`src/rtl/binary_to_rns.sv`:
```
// binary_to_rns: bit-serial forward converter from a 9-bit unsigned binary
// operand to a 3-channel residue number system representation.
//
// Conversion runs MSB first. Each step computes r = (2r + b) mod m with a
// single conditional subtract. This step is exact as long as r < m holds
// before the step. A channel whose modulus is 0 or 1 is forced to residue 0.
//
// Ports:
//   clk, rst            - clock, synchronous active-high reset
//   in_valid / in_ready - operand handshake (ready only while idle)
//   bin_in              - 9-bit unsigned operand
//   moduli1..3          - 3-bit modulus per channel
//   out_valid/out_ready - result handshake (valid only when done)
//   res1..res3          - residues, held while out_valid && !out_ready
//   err                 - only with FWD_CONV_ERR_EN defined; set when any
//                         modulus < 2 at accept, cleared on return to idle
//
// Optional feature macro: FWD_CONV_ERR_EN
module binary_to_rns (
  input  logic       clk,
  input  logic       rst,
  input  logic       in_valid,
  output logic       in_ready,
  input  logic [8:0] bin_in,
  input  logic [2:0] moduli1,
  input  logic [2:0] moduli2,
  input  logic [2:0] moduli3,
  output logic       out_valid,
  input  logic       out_ready,
  output logic [2:0] res1,
  output logic [2:0] res2,
  output logic [2:0] res3
`ifdef FWD_CONV_ERR_EN
  ,
  output logic       err
`endif
);

  localparam int NUM_CH = 3;

  typedef enum logic [1:0] {IDLE, CONV, DONE} state_t;

  state_t                        state_q, state_d;
  logic [8:0]                    bin_q, bin_d;
  logic [NUM_CH-1:0][2:0]        mod_q, mod_d;
  logic [NUM_CH-1:0][2:0]        res_q, res_d;
  logic [3:0]                    cnt_q, cnt_d;
  // Set once bit 0 has been folded in; the following edge moves to DONE.
  logic                          last_q, last_d;
`ifdef FWD_CONV_ERR_EN
  logic                          err_q, err_d;
`endif

  // One residue step. r < m on entry, so t = 2r+b < 2m. A single subtract
  // therefore brings t back below m, and the result fits in 3 bits.
  function automatic logic [2:0] rns_step(input logic [2:0] r,
                                          input logic       b,
                                          input logic [2:0] m);
    logic [3:0] t;
    logic [3:0] diff;
    t    = {r, b};
    diff = t - {1'b0, m};
    if (m < 3'd2)            rns_step = 3'd0;
    else if (t >= {1'b0, m}) rns_step = diff[2:0];
    else                     rns_step = t[2:0];
  endfunction

  always_comb begin
    state_d = state_q;
    bin_d   = bin_q;
    mod_d   = mod_q;
    res_d   = res_q;
    cnt_d   = cnt_q;
    last_d  = last_q;
`ifdef FWD_CONV_ERR_EN
    err_d   = err_q;
`endif
    case (state_q)
      IDLE: begin
        if (in_valid) begin
          bin_d   = bin_in;
          mod_d   = {moduli3, moduli2, moduli1};
          res_d   = '0;
          cnt_d   = 4'd8;
          last_d  = 1'b0;
`ifdef FWD_CONV_ERR_EN
          err_d   = (moduli1 < 3'd2) || (moduli2 < 3'd2) || (moduli3 < 3'd2);
`endif
          state_d = CONV;
        end
      end
      CONV: begin
        if (last_q) begin
          state_d = DONE;
        end else begin
          for (int ch = 0; ch < NUM_CH; ch++)
            res_d[ch] = rns_step(res_q[ch], bin_q[cnt_q], mod_q[ch]);
          if (cnt_q == 4'd0) last_d = 1'b1;
          else               cnt_d  = cnt_q - 4'd1;
        end
      end
      DONE: begin
        if (out_ready) begin
          state_d = IDLE;
`ifdef FWD_CONV_ERR_EN
          err_d   = 1'b0;
`endif
        end
      end
      default: state_d = IDLE;
    endcase
  end

  always_ff @(posedge clk) begin
    if (rst) begin
      state_q <= IDLE;
      bin_q   <= '0;
      mod_q   <= '0;
      res_q   <= '0;
      cnt_q   <= '0;
      last_q  <= 1'b0;
`ifdef FWD_CONV_ERR_EN
      err_q   <= 1'b0;
`endif
    end else begin
      state_q <= state_d;
      bin_q   <= bin_d;
      mod_q   <= mod_d;
      res_q   <= res_d;
      cnt_q   <= cnt_d;
      last_q  <= last_d;
`ifdef FWD_CONV_ERR_EN
      err_q   <= err_d;
`endif
    end
  end

  assign in_ready  = (state_q == IDLE);
  assign out_valid = (state_q == DONE);
  assign res1      = res_q[0];
  assign res2      = res_q[1];
  assign res3      = res_q[2];
`ifdef FWD_CONV_ERR_EN
  assign err       = err_q;
`endif

endmodule

```
`config.mk`:
```
export PLATFORM = sky130hd
export DESIGN_NAME = binary_to_rns
export DESIGN_NICKNAME = d
export VERILOG_FILES = /design/src/rtl/binary_to_rns.sv
export SDC_FILE = /design/constraint.sdc
export NUM_CORES = 1
export LEC_CHECK = 0
export CELL_PAD_IN_SITES_DETAIL_PLACEMENT = 2
export CELL_PAD_IN_SITES_GLOBAL_PLACEMENT = 2
export CORE_MARGIN = 2
export CORE_UTILIZATION = 28
export CTS_CLUSTER_DIAMETER = 120
export DETAILED_ROUTE_END_ITERATION = 12
export GPL_ROUTABILITY_DRIVEN = 0
export PLACE_DENSITY = 0.8
export SETUP_SLACK_MARGIN = 0.02
export SKIP_LAST_GASP = 1
export SYNTH_ARGS = -nofsm -noshare
export SYNTH_HDL_FRONTEND = slang
export SYNTH_SLANG_ARGS = --single-unit
```
`constraint.sdc`:
```
create_clock -name clk -period 2.75 [get_ports clk]
set_input_delay 0.4125 -clock clk [delete_from_list [all_inputs] [get_ports clk]]
set_output_delay 0.4125 -clock clk [all_outputs]
set_load 0.01 [all_outputs]
```
### Yosys cells after proc, flatten, opt, wreduce, memory -nomap -nowiden

Index checks and enable logic that the tools add are counted.

| word-level totals | value |
|---|---|
| register bits | 34 |
| input port bits | 22 |
| logic and storage cells | 59 |
| output and inout bits | 11 |

| cells by class | value |
|---|---|
| muxes and demuxes | 23 |
| $add $sub $neg | 4 |
| reduce and logical (&&, ||, !) cells | 8 |
| equal/unequal tests | 7 |
| order comparisons | 7 |

Operators by type and width:

| cell | number |
|---|---|
| $mux 3 | 6 |
| $mux 9 | 2 |
| $pmux 9 s2 | 1 |
| $ge 4x3->1 | 3 |
| $mux 4 | 3 |
| $lt 3x2->1 const B | 3 |
| $sub 3x3->3 | 3 |
| $ne 2x2->1 const B | 4 |
| $pmux 4 s2 | 1 |
| $mux 2 | 3 |
| $pmux 2 s3 | 1 |
| $reduce_and 3->1 | 2 |
| $lt 4x5->1 const B | 1 |
| $bmux 1 s4 | 1 |
| $logic_not 4->1 | 1 |
| $mux 1 | 4 |
| $reduce_and 2->1 | 2 |
| $reduce_and 4->1 | 1 |
| $sub 4x1->4 const B | 1 |
| $eq 2x1->1 const B | 1 |
| $eq 2x2->1 const B | 1 |
| $logic_not 2->1 | 1 |
| $ne 2x1->1 const B | 1 |
| $pmux 1 s2 | 1 |
| $reduce_bool 2->1 | 1 |

### Longest topological paths before layout

Gate-level depths: netlist of run 1.

| logic depth | value |
|---|---|
| word-level depth | 7 |
| mapped depth | 10 |
| gate-level depth less buffers | 9 |

### Least setup slack after synthesis of run 1

No wires, ideal clock.

| path | value |
|---|---|
| path type | register -> register |
| start point | register cnt_q[1] |
| end point | register res_q, in the netlist res1[1] |
| period minus slack after synthesis | 2.718 ns |
| setup slack | 0.032 ns |
| library setup time | 0.071 ns |
| cell stages (with the launch flop) | 10 |
| arrival time | 2.647 ns |
| data required time | 2.679 ns |
| path buffers | 0 |
| cells stage by stage | dfxtp_1 mux2_4 a222oi_1 and2_2 ha_1 fa_1 a21bo_2 a211o_1 mux2_2 o2bb2ai_1 |

| between the ends | value |
|---|---|
| longest elaborated chain between the ends | 7 |
| elaborated cells on any way between the ends | 8 |
| those cells by class | add/sub (1); order compare (1); mux (6) |

Ends and longest elaborated chain:

| element | RTL line | text |
|---|---|---|
| from (decl) | 47 | `logic [3:0] cnt_q, cnt_d;` |
| from (signal assigned) | 130 | `cnt_q <= cnt_d;` |
| $bmux 1 s4 * | 97 | `res_d[ch] = rns_step(res_q[ch], bin_q[cnt_q], mod_q[ch]);` |
| $mux 1 (not written as such) * | 97 |  |
| $ge 4x3->1 / $sub 3x3->3 (equally long branches) | 64, 62 |  |
| $mux 3 * | 64 | `else if (t >= {1'b0, m}) rns_step = diff[2:0];` |
| $mux 3 * | 63 | `if (m < 3'd2) rns_step = 3'd0;` |
| $mux 9 * | 93 | `if (last_q) begin` |
| $pmux 9 s2 * | 78 | `case (state_q)` |
| to (signal assigned) | 129 | `res_q <= res_d;` |
| to (decl) | 46 | `logic [NUM_CH-1:0][2:0] res_q, res_d;` |

Every way passes the cells marked *; elsewhere a longest branch is shown, timed or not. The select of a mux whose other input is x is not followed.
A chain may end at the register's enable or synchronous reset.

### Worst setup path in the final report of run 1

| path | value |
|---|---|
| start point | register cnt_q[0] |
| end point | register res_q, in the netlist res1[1] |

Same word-level chain as after synthesis.

==> results of run 1 <==
## flip-flops by register name (all words and copies together), names as in the netlist
name and count:
bin_q 9, mod_q 9, cnt_q 4, res1 3, res2 3, res3 3
state_q 2, last_q 1
## worst max-delay path, cell delays in order, from the launching register on
cell                        delay, ns
sky130_fd_sc_hd__dfxtp_4         0.39
sky130_fd_sc_hd__mux2_4          0.30
sky130_fd_sc_hd__a222oi_1        0.39
sky130_fd_sc_hd__and2_4          0.23
sky130_fd_sc_hd__ha_2            0.19
sky130_fd_sc_hd__fa_2            0.22
sky130_fd_sc_hd__a21bo_2         0.25
sky130_fd_sc_hd__a211o_1         0.33
sky130_fd_sc_hd__mux2_2          0.30
sky130_fd_sc_hd__o2bb2ai_2       0.13
## where the power goes
part	total [mW]	switching, mW	internal, mW	leakage, nW
Clock	0.346	0.171	0.174	0.0383
Combinational	0.321	0.146	0.176	0.580
Sequential	0.556	0.0343	0.522	0.279
## cell type report
cell class / count / area (um^2) / area share
Multi-Input combinational cell: 148 / 1099 / 0.4512
Clock buffer: 7 / 76.32 / 0.03135
Timing Repair Buffer: 47 / 436.7 / 0.1793
Inverter: 11 / 41.29 / 0.01696
Tap cell: 77 / 96.34 / 0.03957
Sequential cell: 34 / 685.7 / 0.2816
## cells by family after synthesis
kind of cell / synth area share
adder cells (fa/ha/maj): 0.1038
flip-flops: 0.3815
AO/OA/AOI/OAI: 0.1802
XOR/XNOR: 0.02455
multiplexers: 0.07784
buffers and inverters: 0.04909
AND/OR/NAND/NOR: 0.1830
## Yosys cell counts
library cell                number  area, um^2
sky130_fd_sc_hd__xor2_1          2       17.52
sky130_fd_sc_hd__fa_1            3       60.06
sky130_fd_sc_hd__a211oi_1        3       22.52
sky130_fd_sc_hd__clkbuf_1        3       11.26
sky130_fd_sc_hd__nand3b_1        1       7.510
sky130_fd_sc_hd__nand2b_1        4       25.02
sky130_fd_sc_hd__xnor2_1         3       26.28
sky130_fd_sc_hd__nor4b_1         1       8.760
sky130_fd_sc_hd__buf_6           1       11.26
sky130_fd_sc_hd__nor3_1          3       15.01
sky130_fd_sc_hd__a211o_1         3       26.28
sky130_fd_sc_hd__mux2i_1         3       30.03
sky130_fd_sc_hd__mux2_2          7       78.83
sky130_fd_sc_hd__or3b_2          2       17.52
sky130_fd_sc_hd__nor2_1          5       18.77
sky130_fd_sc_hd__o2bb2ai_1       6       52.55
sky130_fd_sc_hd__buf_2           4       20.02
sky130_fd_sc_hd__dfxtp_1        34       680.7
sky130_fd_sc_hd__nand3_1         5       25.02
sky130_fd_sc_hd__nor3b_1         3       22.52
sky130_fd_sc_hd__nor2_2          1       6.260
sky130_fd_sc_hd__a21bo_2         3       30.03
sky130_fd_sc_hd__and3b_2         1       10.01
sky130_fd_sc_hd__ha_1           10       125.1
sky130_fd_sc_hd__a21oi_1        25       125.1
sky130_fd_sc_hd__buf_1           1       3.750
sky130_fd_sc_hd__inv_1          11       41.29
sky130_fd_sc_hd__a22o_1          3       26.28
sky130_fd_sc_hd__a32oi_1         1       8.760
sky130_fd_sc_hd__nand2_1        40       150.1
sky130_fd_sc_hd__nor2b_1         2       12.51
sky130_fd_sc_hd__and2_2          1       7.510
sky130_fd_sc_hd__mux2_4          2       30.03
sky130_fd_sc_hd__a222oi_1        1       10.01
sky130_fd_sc_hd__o21ai_0         4       20.02
## path summary, 6_finish.rpt
check                   to  slack [ns]  cells past startpoint
setup / recovery   res1[1]       -0.05                      9
hold / removal    bin_q[6]        0.47                      2
setup reg to reg   res1[1]       -0.05                      9
hold reg to reg   bin_q[6]        0.47                      2
## stage by stage
| step | cell area [um^2] | utilization |
|---|---|---|
| 2_1_floorplan | 1784 | - |
| 5_1_grt | 2435 | 0.3901 |
| 3_5_place_dp | 2207 | 0.3536 |
| 3_3_place_gp | 2207 | 0.3536 |
| 6_report | 2435 | 0.3901 |
| 4_1_cts | 2351 | 0.3767 |
## metal layers
metal / vias up / wire, um / global-route usage
met5: - / 0 / 0
met4: 0 / 102 / 0.06012
met3: 9 / 149 / 0.02967
met2: 32 / 2613 / 0.2436
met1: 770 / 2162 / 0.1717
li1: 783 / - / -
## timing repair
item,in CTS,in global routing
gates resized for setup,9,13
setup endpoints to repair,5,8
pin swaps,7,5
setup buffers,5,3
endpoints found under the hold margin,0,0
==> results by group, run 1 <==
STA
  • Post-route clock period utilization: 1.018
  • Max-slew violation total from the final report: 0
  • RSZ-0062 raised after global routing: true
  • Least setup slack across all paths after layout: -0.04920 ns
  • Setup clock skew after layout: approximately 0.008 ns
  • Smallest hold slack: 0.4698 ns
  • Upper clock frequency limit: roughly 360 MHz
  • Count of endpoints failing setup in the final report: 3
  • Pin slew with the least headroom to its limit: 0.8438 ns
  • Final sum of negative setup slack: -0.07252 ns
  • Final hold vios: 0
  • Post-layout min period: about 2.8 ns
  • Worst max-slew margin expressed relative to the limit: 0.4354

Cells and area
  • Layout cells sized above 1: 0.2065
  • # nets final: roughly 280
  • Leading cell types in the layout, fill and taps excluded: sky130_fd_sc_hd__nand2_1, sky130_fd_sc_hd__dfxtp_1, sky130_fd_sc_hd__clkdlybuf4s50_1
  • Fill cell instance count of the final layout: 684
  • Most common cell after layout, fill and taps aside: sky130_fd_sc_hd__nand2_1
  • Area added between synthesis and finish: 36.47%
  • Diode count: 0
  • Post-route insts no fill: 324

Synth
  • Synth Net Count: approximately 240
  • Share of the yosys chip area belonging to registers: 0.3815
  • Number of different library cells in the post-synthesis netlist: 35
  • Average instance area after synthesis: 8.833 um^2
  • Gate Count Post-Synth: around 200
  • Number of warning messages in the yosys log: 0
  • Synthesized cell area: between 1500 and 2000 um^2
  • Number of register bits inferred by synthesis: 34

Pwr
  • Maximum VDD drop: about 0.00027 V
  • Leakage dissipation: 0.8971 nW
  • Ratio of total power to cell area: 502.5 nW/um^2
  • Design Power: ~1.2 mW

Global route
  • Pin count of the biggest net entering global routing: 27
  • Wire length of the first global-routing pass: around 7900 um
  • Initial antenna violation count: 0
  • GRT Util Overall: 0.1420
  • Vias in the first global route: ~1600
  • Overflow left after global routing: 0

Setup path
  • Worst-path fanout max: 6
  • Critical path startpoint: cnt_q[0]
  • Launching point of the worst reg2reg path: cnt_q[0]
  • Nature of the critical path endpoint: flip-flop
  • CP Data Arrival Time: between 3 and 4 ns
  • Worst EP required: 2.96 ns
  • Startpoint class of the critical path: flip-flop
  • Critical setup path kind: reg -> reg

Detailed routing
  • Count of vias placed by the detailed router: 1594
  • Sum of routed wire length over all layers: 5027 um
  • DR iter-0 viols: 28
  • Detail-routed via count per cell: approximately 4.9
  • DR DRC count: 0
  • Remaining number of nets flagged by the antenna check after routing: 0
  • DRT Pass-1 Iters: 4
  • DR WL/cell: approximately 16 um

Min path
  • Hold path start: bin_q[6]
  • Path class of the lowest-slack min-delay path: reg -> reg

Placed design
  • Number of cells in the design after placement: approximately 310
  • Input/output buffers: 32
  • Detailed-placement wirelength estimate: approximately 3500 um
  • Placement-stage worst setup slack: -0.1503 ns

Clocking
  • Clock network latency to the later pin of the worst-skew pair: about 0.28 ns
  • Root buffer cell: sky130_fd_sc_hd__clkbuf_8
  • Largest buffer count on any clock path: 2
  • Number of buffers added by the clock tree synthesis step: 5
  • Hold-fix buffers, CTS: 0
  • CTS tree: yes
  • Clock slew at reported path FFs: 0.06 ns
  • H-tree depth: 2
  • # clock sinks: 34

Floorplan
  • Standard-cell row count: 29
  • Die footprint: around 7000 um^2
  • Initial core utilization: 0.2859
  • Width of the chip: 83.83 um
  • Core ar.: 6241 um^2
  • Die outline height: approximately 84 um
  • Total I/O pin count: 33

Status
  • Status: complete, but fails checks
  • Violations in the final reports: negative setup slack

Flow run
  • Count of maximum capacitance violations: 0
Power figures use the tool's default switching activity.
==> inputs of run 2 (changes only) <==
Settings changed: SLEW_MARGIN set to 20.
==> results of run 2 <==
Final layout, timing and power as in run 1 (identical DEF).
